[config.mk]
export PLATFORM = sky130hd
export DESIGN_NAME = ieee1500_wrapper_param
export DESIGN_NICKNAME = d
export VERILOG_FILES = /design/src/rtl/ieee1500_pkg.sv /design/src/rtl/ieee1500_wrapper_param_wbr.sv /design/src/rtl/ieee1500_wrapper_param.sv
export SDC_FILE = /design/constraint.sdc
export NUM_CORES = 1
export LEC_CHECK = 0
export BUFFER_PORTS_ARGS = -buffer_cell sky130_fd_sc_hd__buf_2
export CORE_MARGIN = 1.5
export CORE_UTILIZATION = 56
export CTS_CLUSTER_DIAMETER = 150
export DETAILED_ROUTE_END_ITERATION = 8
export PLACE_DENSITY_LB_ADDON = 0.2
export SYNTH_ARGS = -nofsm -noshare
export SYNTH_HDL_FRONTEND = slang
export SYNTH_SLANG_ARGS = --single-unit
[constraint.sdc]
create_clock -name wrck -period 3.9 [get_ports wrck]
set_input_delay 1.17 -clock wrck [delete_from_list [all_inputs] [get_ports wrck]]
set_output_delay 1.17 -clock wrck [all_outputs]
set_load 0.1 [all_outputs]
[src/rtl/ieee1500_pkg.sv]
// rtl/ieee1500_pkg.sv - IEEE 1500 wrapper opcodes, WIR capture constant and WDR select decode
package ieee1500_pkg;

    localparam int OP_W       = 3;
    localparam int OP_N_LEGAL = 6;

    typedef enum logic [OP_W-1:0] {
        OP_BYPASS = 3'd0,
        OP_EXTEST = 3'd1,
        OP_INTEST = 3'd2,
        OP_SAMPLE = 3'd3,
        OP_CLAMP  = 3'd4,
        OP_SAFE   = 3'd5
    } opcode_e;

    typedef enum logic {
        WDR_WBY = 1'b0,
        WDR_WBR = 1'b1
    } wdr_sel_e;

    localparam logic [1:0] WIR_CAPTURE = 2'b01;

    function automatic wdr_sel_e decode_wdr_sel(input opcode_e op);
        case (op)
            OP_EXTEST, OP_INTEST, OP_SAMPLE: decode_wdr_sel = WDR_WBR;
            default:                         decode_wdr_sel = WDR_WBY;
        endcase
    endfunction

endpackage

[src/rtl/ieee1500_wrapper_param_wbr.sv]
// rtl/ieee1500_wrapper_param_wbr.sv - wrapper boundary register: capture/shift stage plus update stage
module ieee1500_wbr #(
    parameter int N_IN  = 8,
    parameter int N_OUT = 8
) (
    input  logic                    clk_i,
    input  logic                    rst_n_i,
    input  logic                    capture_i,
    input  logic                    shift_i,
    input  logic                    update_i,
    input  logic                    si_i,
    input  logic [N_IN-1:0]         pi_i,
    input  logic [N_OUT-1:0]        core_out_i,
    output logic                    so_o,
    output logic [N_IN+N_OUT-1:0]   upd_o
);

    localparam int L = N_IN + N_OUT;

    logic [L-1:0] sh_q, sh_d;
    logic [L-1:0] upd_q, upd_d;

    // capture wins over shift; update copies the pre-edge shift stage
    always_comb begin
        sh_d  = sh_q;
        upd_d = upd_q;
        if (capture_i) begin
            sh_d = {core_out_i, pi_i};
        end else if (shift_i) begin
            sh_d = {si_i, sh_q[L-1:1]};
        end
        if (update_i) begin
            upd_d = sh_q;
        end
    end

    always_ff @(posedge clk_i or negedge rst_n_i) begin
        if (!rst_n_i) begin
            sh_q  <= '0;
            upd_q <= '0;
        end else begin
            sh_q  <= sh_d;
            upd_q <= upd_d;
        end
    end

    assign so_o  = sh_q[0];
    assign upd_o = upd_q;

endmodule

[src/rtl/ieee1500_wrapper_param.sv]
// rtl/ieee1500_wrapper_param.sv - parametrised IEEE 1500 core wrapper with WIR, WBY and WBR
module ieee1500_wrapper_param
    import ieee1500_pkg::*;
#(
    parameter int               N_IN     = 8,
    parameter int               N_OUT    = 8,
    parameter int               WIR_W    = 3,
    parameter logic [N_OUT-1:0] SAFE_OUT = '0
) (
    input  logic             wrck,
    input  logic             wrstn,
    input  logic             wsi,
    output logic             wso,
    input  logic             selectwir,
    input  logic             capturewir,
    input  logic             shiftwir,
    input  logic             updatewir,
    input  logic             capturewdr,
    input  logic             shiftwdr,
    input  logic             updatewdr,
    input  logic [N_IN-1:0]  pi,
    output logic [N_IN-1:0]  core_in,
    input  logic [N_OUT-1:0] core_out,
    output logic [N_OUT-1:0] po
);

    localparam logic [WIR_W-1:0] WIR_LEGAL_LIM = WIR_W'(OP_N_LEGAL);

    logic [WIR_W-1:0]       wir_q, wir_d;
    logic [WIR_W-1:0]       wir_sh_q, wir_sh_d;
    logic                   wby_q, wby_d;
    opcode_e                op;
    logic                   wbr_sel;
    logic                   wbr_so;
    logic [N_IN+N_OUT-1:0]  wbr_upd;

    // codes at or above the legal range (including any upper WIR bits) fall back to BYPASS
    always_comb begin
        op = OP_BYPASS;
        if (wir_q < WIR_LEGAL_LIM) begin
            op = opcode_e'(wir_q[OP_W-1:0]);
        end
    end

    assign wbr_sel = (decode_wdr_sel(op) == WDR_WBR);

    always_comb begin
        wir_sh_d = wir_sh_q;
        wir_d    = wir_q;
        wby_d    = wby_q;
        if (selectwir) begin
            if (capturewir) begin
                wir_sh_d = WIR_W'(WIR_CAPTURE);
            end else if (shiftwir) begin
                wir_sh_d = {wsi, wir_sh_q[WIR_W-1:1]};
            end
            if (updatewir) begin
                wir_d = wir_sh_q;
            end
        end else if (!wbr_sel) begin
            if (capturewdr) begin
                wby_d = 1'b0;
            end else if (shiftwdr) begin
                wby_d = wsi;
            end
        end
    end

    always_ff @(posedge wrck or negedge wrstn) begin
        if (!wrstn) begin
            wir_q    <= WIR_W'(OP_BYPASS);
            wir_sh_q <= '0;
            wby_q    <= 1'b0;
        end else begin
            wir_q    <= wir_d;
            wir_sh_q <= wir_sh_d;
            wby_q    <= wby_d;
        end
    end

    ieee1500_wbr #(
        .N_IN  (N_IN),
        .N_OUT (N_OUT)
    ) u_wbr (
        .clk_i      (wrck),
        .rst_n_i    (wrstn),
        .capture_i  (capturewdr && !selectwir && wbr_sel),
        .shift_i    (shiftwdr   && !selectwir && wbr_sel),
        .update_i   (updatewdr  && !selectwir && wbr_sel),
        .si_i       (wsi),
        .pi_i       (pi),
        .core_out_i (core_out),
        .so_o       (wbr_so),
        .upd_o      (wbr_upd)
    );

    assign wso = selectwir ? wir_sh_q[0] : (wbr_sel ? wbr_so : wby_q);

    always_comb begin
        core_in = pi;
        po      = core_out;
        case (op)
            OP_EXTEST, OP_CLAMP: po = wbr_upd[N_IN+N_OUT-1:N_IN];
            OP_INTEST: begin
                core_in = wbr_upd[N_IN-1:0];
                po      = SAFE_OUT;
            end
            OP_SAFE:   po = SAFE_OUT;
            default:   ;
        endcase
    end

endmodule
-- Yosys cells after proc, flatten, opt, wreduce, memory -nomap -nowiden
Cells that the tools add are included.
- mux-type cells: 12
- bitwise operators: 2
- magnitude comparators: 1
- reductions and logical operators: 16
- equality and inequality tests: 5
- operator list (operator ; number):
    $mux W16 ; 2
    $pmux W8 S2 ; 1
    $mux W3 ; 3
    $mux W8 ; 1
    $eq A3 B2 Y1 const B ; 2
    $eq A3 B3 Y1 const B ; 2
    $logic_and A1 B1 Y1 ; 6
    $reduce_bool A2 Y1 ; 3
    $mux W1 ; 5
    $reduce_and A2 Y1 ; 2
    $reduce_or A2 Y1 ; 2
    $eq A3 B1 Y1 const B ; 1
    $lt A3 B3 Y1 const B ; 1
    $reduce_and A3 Y1 ; 1
    $reduce_or A3 Y1 ; 1
    $not A1 Y1 ; 2
    $logic_not A1 Y1 ; 1
- flip-flop bits (word level): 39
- output and inout bits: 17

-- Longest topological paths before layout
Gate-level depths: netlist of the first run.
- depth after elaboration: 8
- mapped depth: 5
- gate-level depth less buffers: 3

-- Hierarchy
From an unflattened synthesis of the first run, not the netlist that was laid out.
- cell total of the unflattened synthesis: 189
- area total of the unflattened synthesis: 2165.8 um^2
- modules (own cells, without submodules) (module ; instances ; area an instance (um^2) ; sequential area each (um^2) ; cells each):
    ieee1500_wbr ; 1 ; 1393.8 ; 800.8 ; 103
    ieee1500_wrapper_param ; 1 ; 772.0 ; 175.2 ; 86

-- Worst setup path after synthesis of the first run
Ideal clock, no wire load.
- path kind: input to output
- from: in selectwir
- to: out wso
- data arrival time: 3.698 ns
- buffers on the path: 2
- cell stages on the path: 3
- slack: -0.968 ns
- cell sequence: clkbuf_1 -> clkbuf_1 -> o21ai_0
- longest elaborated chain between the ends: 1
- ends and longest elaborated chain (element ; line ; RTL):
    start: declaration ; ieee1500_wrapper_param.sv:14 ; input logic selectwir,
    $mux W1 ; ieee1500_wrapper_param.sv:97 ; assign wso = selectwir ? wir_sh_q[0] : (wbr_sel ? wbr_so : wby_q);
    end: declaration ; ieee1500_wrapper_param.sv:13 ; output logic wso,
No other way between the ends.

-- Worst setup path after layout of the first run
- from: reg wir_q[0]
- to: out core_in[4]
- longest elaborated chain between the ends: 4
- ends and longest elaborated chain (element ; line ; RTL):
    start: declaration ; ieee1500_wrapper_param.sv:29 ; logic [WIR_W-1:0] wir_q, wir_d;
    start signal: assignment ; ieee1500_wrapper_param.sv:71 ; wir_q <= WIR_W'(OP_BYPASS);
    start signal: assignment ; ieee1500_wrapper_param.sv:75 ; wir_q <= wir_d;
    $lt A3 B3 Y1 ; ieee1500_wrapper_param.sv:40 ; if (wir_q < WIR_LEGAL_LIM) begin
    $mux W3 (*) ; ieee1500_wrapper_param.sv:40 ;
    $eq A3 B2 Y1 (*) ; ieee1500_wrapper_param.sv:102 ; case (op)
    $mux W8 (*) ; ieee1500_wrapper_param.sv:102 ;
    end: declaration ; ieee1500_wrapper_param.sv:22 ; output logic [N_IN-1:0] core_in,
Mark *: on every way between the ends. The rest lies on a longest branch, timed or not.

==> results.json, run 1 <==
{
  "antenna_found_initial": 0,
  "hold_depth": 1,
  "rr_startpoint": "wir_q[0]",
  "ios": 43,
  "final.min_clock_period_ns": 3.36,
  "cts.sinks": 39,
  "synth-simple-area-share": 0.0730,
  "tightest_slew_ns": 0.887,
  "r2r_cells": 4,
  "vias_per_cell": 5.84,
  "synth_top_family_by_area": "multiplexers",
  "die_width_um": 64.8,
  "fmax_mhz": 298,
  "synthFlopType": "dfrtp_1",
  "grt_use_total": 0.248,
  "crit_path_max_incr_delay_ns": 0.52,
  "crit_chain": "buf_4 -> nor3b_4 -> mux2_2 -> buf_2",
  "syn_avg_cell_area_um2": 11.4,
  "routabilityCongestion": 0.750,
  "clk_latency_ns": 0.29,
  "grt_remaining_overflow": 0,
  "first_pass_iters": 4,
  "fin_nets": 254,
  "synthMuxAreaShare": 0.255,
  "ctsRootBufferMaster": "clkbuf_8",
  "path_max_fanout": 8,
  "slew_headroom": 0.408,
  "fin_tns_setup_ns": 0,
  "setup_viol": 0,
  "cts_made_buffers": 5,
  "multi_input_area_um2": 1040,
  "r2r_slack_ns": 1.63,
  "period_share": 0.860,
  "synth_xor_area_frac": 0,
  "path_clk_slew_ns": 0.07,
  "final_common_cell": "buf_2",
  "synthCells": 188,
  "report.final.slew_viol_count": 0,
  "hp-start": "wby_q",
  "crit_type": "register to primary output",
  "leakagePower_nw": 1.12,
  "drt_iter0_drc": 118,
  "synth-compound-area-share": 0.158,
  "area_growth_pct": 14.1,
  "ctsResizeCount": 0,
  "p_per_area_nw_per_um2": 746,
  "num_vias": 1606,
  "cts_tree": "yes",
  "n_antenna_cell": 0,
  "synth.distinct_cells": 29,
  "syn_area_um2": 2140,
  "final_cell_mix": "buf_2, dfrtp_1, mux2_2, mux2i_1, inv_1",
  "grt_pass1_vias": 1705,
  "synth_nets": 214,
  "regArea_um2": 976,
  "placed_cells": 269,
  "wirelength_um": 4630,
  "drive_gt1_frac": 0.370,
  "hp-class": "register to register",
  "min_to": "wby_q",
  "grt_max_degree": 40,
  "start_util": 0.585,
  "post_cts_buffers": 0,
  "synth-edff-count": 0,
  "arrival_ns": 2.19,
  "cp_slowest_cell": "dfrtp_1",
  "required_ns": 2.73,
  "synth_fa_ha_area_frac": 0,
  "hold_viol": 0,
  "status": "complete, no violations",
  "dieHeight_um": 64.8,
  "antenna_left": 0,
  "drc": 0,
  "rows": 22,
  "synth-seq-area-share": 0.456,
  "reg2reg_to": "u_wbr.upd_o[15]",
  "dp_hpwl_um": 3250,
  "drv_cap": 0,
  "grt_pass1_wl_um": 7930,
  "rsz0062_at_grt": "false",
  "stdcell_count": 275,
  "avgRoutedWirePerCell_um": 16.8,
  "core-area_um2": 3660,
  "port_buffers": 42,
  "htreeDepth": 2,
  "synth-seq-cells": 39,
  "finClkSkew_ns": 0.00416,
  "whs_ns": 0.507,
  "die-area_um2": 4200,
  "async_flop_share": 1.00,
  "synth.yosys.warnings": 0,
  "clockBufferDepth": 2,
  "cts_hold_buf": 0,
  "max-vdd-ir-drop_v": 0.000406,
  "fill_cells": 290,
  "crit_path_start_kind": "register",
  "end_kind": "primary output"
}
stage by stage:
step                       util  instance area (µm²)  setup WS [ns]  total power, mW
after global routing      0.668                 2440          0.445             1.92
final                     0.668                 2440          0.545             1.82
after floorplan               -                 2150          0.307             1.42
after CTS                 0.668                 2440          0.507             1.83
after global placement    0.648                 2370          0.609             1.54
after detailed placement  0.648                 2370          0.598             1.59
cell type report:
class,count,share of cell area
sequential,39,0.399
multi-input combinational,121,0.427
tap,48,0.0246
clock buffer,6,0.0297
inverter,16,0.0246
timing repair buffer,45,0.0952
registers in the layout (all words and copies together) (netlist names):
name / cells
wir_q: 3
u_wbr.upd_o: 16
wby_q: 1
wir_sh_q: 3
u_wbr.sh_q: 16
worst max path at each step:
stage                     slack (ns)    endpoint   startpoint
final                           0.54  core_in[4]     wir_q[0]
after detailed placement        0.60       po[7]  core_out[7]
after floorplan                 0.31         wso    selectwir
after global routing            0.45  core_in[6]     wir_q[0]
after CTS                       0.51  core_in[4]     wir_q[0]
after global placement          0.61       po[7]  core_out[7]
cells by family after synthesis:
group,Yosys count
buffers and inverters,28
and+or+nand+nor,26
AOI/OAI and AO/OA,44
muxes,51
DFF,39
worst max-delay path: cells and delay by family, from the launching register on:
| kind | cells | cell delay (ns) |
|---|---|---|
| buf+inv | 2 | 0.54 |
| flops | 1 | 0.52 |
| simple gates | 1 | 0.44 |
| mux | 1 | 0.39 |
where the power goes:
group | switching [mW] | internal [mW]
Sequential | 0.124 | 0.567
Combinational | 0.607 | 0.281
Clock | 0.126 | 0.119
Total | 0.857 | 0.967
per-layer routing:
metal	up-vias	part of all wire	track usage
met5	-	0	0
met4	0	0.011	0.0718
met3	7	0.037	0.0538
met2	33	0.51	0.439
met1	797	0.44	0.301
li1	769	-	-
synthesized netlist by cell type (2+ instances only):
master    count  area share
a221o_1       8       0.037
a22o_1        8       0.033
buf_2         2      0.0047
buf_6         2       0.011
clkbuf_1      6       0.011
dfrtp_1      39        0.46
inv_1        16       0.028
mux2_2       28        0.15
mux2i_1      23        0.11
nand2_1       6       0.011
nor2_1       11       0.019
nor3b_4       2       0.018
o21ai_0       7       0.016
o22ai_1      15       0.044
Note: power is estimated with default switching activity, not from simulation.
==> run 2, diff against run 1 <==
Settings changed: SYNTH_HIERARCHICAL set to 1.
==> results.json, run 2 <==
{
  "area_growth_pct": 14.2,
  "die-area_um2": 4250,
  "antenna_left": 0,
  "synth-edff-count": 0,
  "synth_nets": 215,
  "crit_start": "core_out[7]",
  "synthFlopType": "dfrtp_1",
  "first_pass_iters": 4,
  "final_common_cell": "buf_2",
  "status": "complete, no violations",
  "cts_made_buffers": 5,
  "cts_hold_buf": 0,
  "cts_tree": "yes",
  "wirelength_um": 4260,
  "path_max_fanout": 4,
  "pre_cts_slack_ns": 0.564,
  "p_per_area_nw_per_um2": 773,
  "crit_type": "input pin to primary output",
  "fmax_mhz": 300,
  "r2r_slack_ns": 1.63,
  "drive_gt1_frac": 0.367,
  "synth_top_area_share": 0.451,
  "grt_pass1_vias": 1515,
  "place_area_um2": 2350,
  "grt_remaining_overflow": 0,
  "die_width_um": 65.2,
  "p_int_mw": 1.07,
  "vias_per_cell": 5.69,
  "antenna_found_initial": 0,
  "ctsResizeCount": 0,
  "p_sw_frac": 0.441,
  "final.min_clock_period_ns": 3.34,
  "pwr-share-seq": 0.375,
  "synth.distinct_cells": 31,
  "report.final.slew_viol_count": 0,
  "arrival_ns": 2.17,
  "routabilityCongestion": 0.762,
  "rsz0062_at_grt": "false",
  "p_sw_mw": 0.844,
  "n_antenna_cell": 0,
  "synth-seq-area-share": 0.451,
  "yosys.area.top_type": "dfrtp_1",
  "combPwrFrac": 0.447,
  "cts.sinks": 39,
  "endpoint": "po[7]",
  "avgRoutedWirePerCell_um": 15.4,
  "setup_slack_ns": 0.563,
  "synth_area_leaders": "dfrtp_1, mux2i_1, mux2_2",
  "synth.most_common_cell": "dfrtp_1",
  "syn_area_um2": 2170,
  "start_util": 0.587,
  "final_util": 0.670,
  "fin_tns_setup_ns": 0,
  "max-vdd-ir-drop_v": 0.000375,
  "port_buffers": 42,
  "drc": 0,
  "end_kind": "primary output",
  "clockBufferDepth": 2,
  "path_clk_slew_ns": 0.07,
  "rr_startpoint": "wir_q[0]",
  "tightest_slew_ns": 0.857,
  "required_ns": 2.73,
  "hold_viol": 0,
  "period_share": 0.856,
  "htreeDepth": 2,
  "drv_cap": 0,
  "grt_use_total": 0.215,
  "syn_avg_cell_area_um2": 11.5,
  "ios": 43,
  "post_cts_buffers": 0,
  "hold_depth": 2,
  "synth-seq-cells": 39,
  "synthCells": 189,
  "clk_latency_ns": 0.29,
  "leakagePower_nw": 1.15,
  "synth.yosys.warnings": 6,
  "async_flop_share": 1.00,
  "reg2reg_to": "u_wbr/sh_q[15]",
  "setup_viol": 0,
  "r2r_cells": 5,
  "synth.top_cells.by_count": "dfrtp_1, mux2i_1, nand2_1, mux2_2",
  "clkPwrFrac": 0.178,
  "num_vias": 1577,
  "slew_headroom": 0.429,
  "rows": 22,
  "ctsRootBufferMaster": "clkbuf_8",
  "grt_max_degree": 40,
  "drt_iter0_drc": 155,
  "core-area_um2": 3690,
  "crit_path_start_kind": "input pin",
  "fin_nets": 254,
  "finalInstanceArea_um2": 2470,
  "grt_pass1_wl_um": 7110,
  "dieHeight_um": 65.2,
  "dp_hpwl_um": 3020,
  "hp-class": "register to register",
  "finClkSkew_ns": 0.00498,
  "final_cell_mix": "buf_2, dfrtp_1, mux2i_1, nand2_1, mux2_2"
}
==> run 2: cell types whose count changed in the layout (fill, tap and decap cells not counted), moves of 3 or more <==
cell	before	now
inv_1	16	1
nand2_1	6	21
o22ai_1	15	1
mux2_2	28	16
mux2_4	0	10
o21ai_1	0	10
and2_1	1	4
o21ai_0	6	9
==> run 2: worst min-delay path by stage <==
stage	start	end	slack, ns
after global routing	u_wbr/upd_o[4]	u_wbr/upd_o[4]	0.53
after floorplan	wby_q	wby_q	0.45
final	wir_sh_q[2]	wir_sh_q[2]	0.50
after global placement	wby_q	wby_q	0.47
after CTS	wir_sh_q[2]	wir_sh_q[2]	0.50
after detailed placement	wir_sh_q[2]	wir_sh_q[2]	0.48
==> run 2: per-stage QoR <==
stage | hold slack, ns | std cells | power, mW
after floorplan | 0.453 | 189 | 1.43
after global routing | 0.526 | 277 | 2.01
after detailed placement | 0.480 | 269 | 1.58
after global placement | 0.469 | 269 | 1.54
final | 0.503 | 277 | 1.91
after CTS | 0.498 | 277 | 1.92
==> run 2: area by class of cell <==
cell class                      instances  area (µm²)
Clock inverter                          2        35.0
Multi-Input combinational cell        136        1080
Sequential cell                        39         976
Fill cell                             295        1220
Clock buffer                            6        82.6
Inverter                                1        3.75
Tap cell                               48        60.1
Timing Repair Buffer                   45         233
==> run 2: kinds of logic (layout without fill, tap and decap cells) <==
group                  Yosys count  in the layout  synth area share
buffers and inverters           14             54            0.0514
AO/OA/AOI/OAI                   44             44             0.143
flip-flops                      39             39             0.451
multiplexers                    50             50             0.263
AND/OR/NAND/NOR                 42             42            0.0913
==> run 2: power groups by stage <==
| stage | registers (mW) | clock network (mW) | logic (mW) |
|---|---|---|---|
| final | 0.718 | 0.340 | 0.854 |
| after global placement | 0.707 | 0 | 0.835 |
| after CTS | 0.713 | 0.351 | 0.860 |
| after detailed placement | 0.722 | 0 | 0.857 |
| after global routing | 0.738 | 0.366 | 0.909 |
| after floorplan | 0.663 | 0 | 0.770 |
==> run 2: routing by layer <==
metal  vias up  part of all wire  global-route usage
li1        765                 -                   -
met5         -                 0                   0
met3         5             0.035              0.0308
met2        35              0.49               0.358
met1       772              0.46               0.285
met4         0             0.014              0.0833
==> run 2: critical path: stages <==
cell     delay (ns)
buf_2          0.12
a22o_1         0.23
a221o_1        0.35
buf_2          0.30
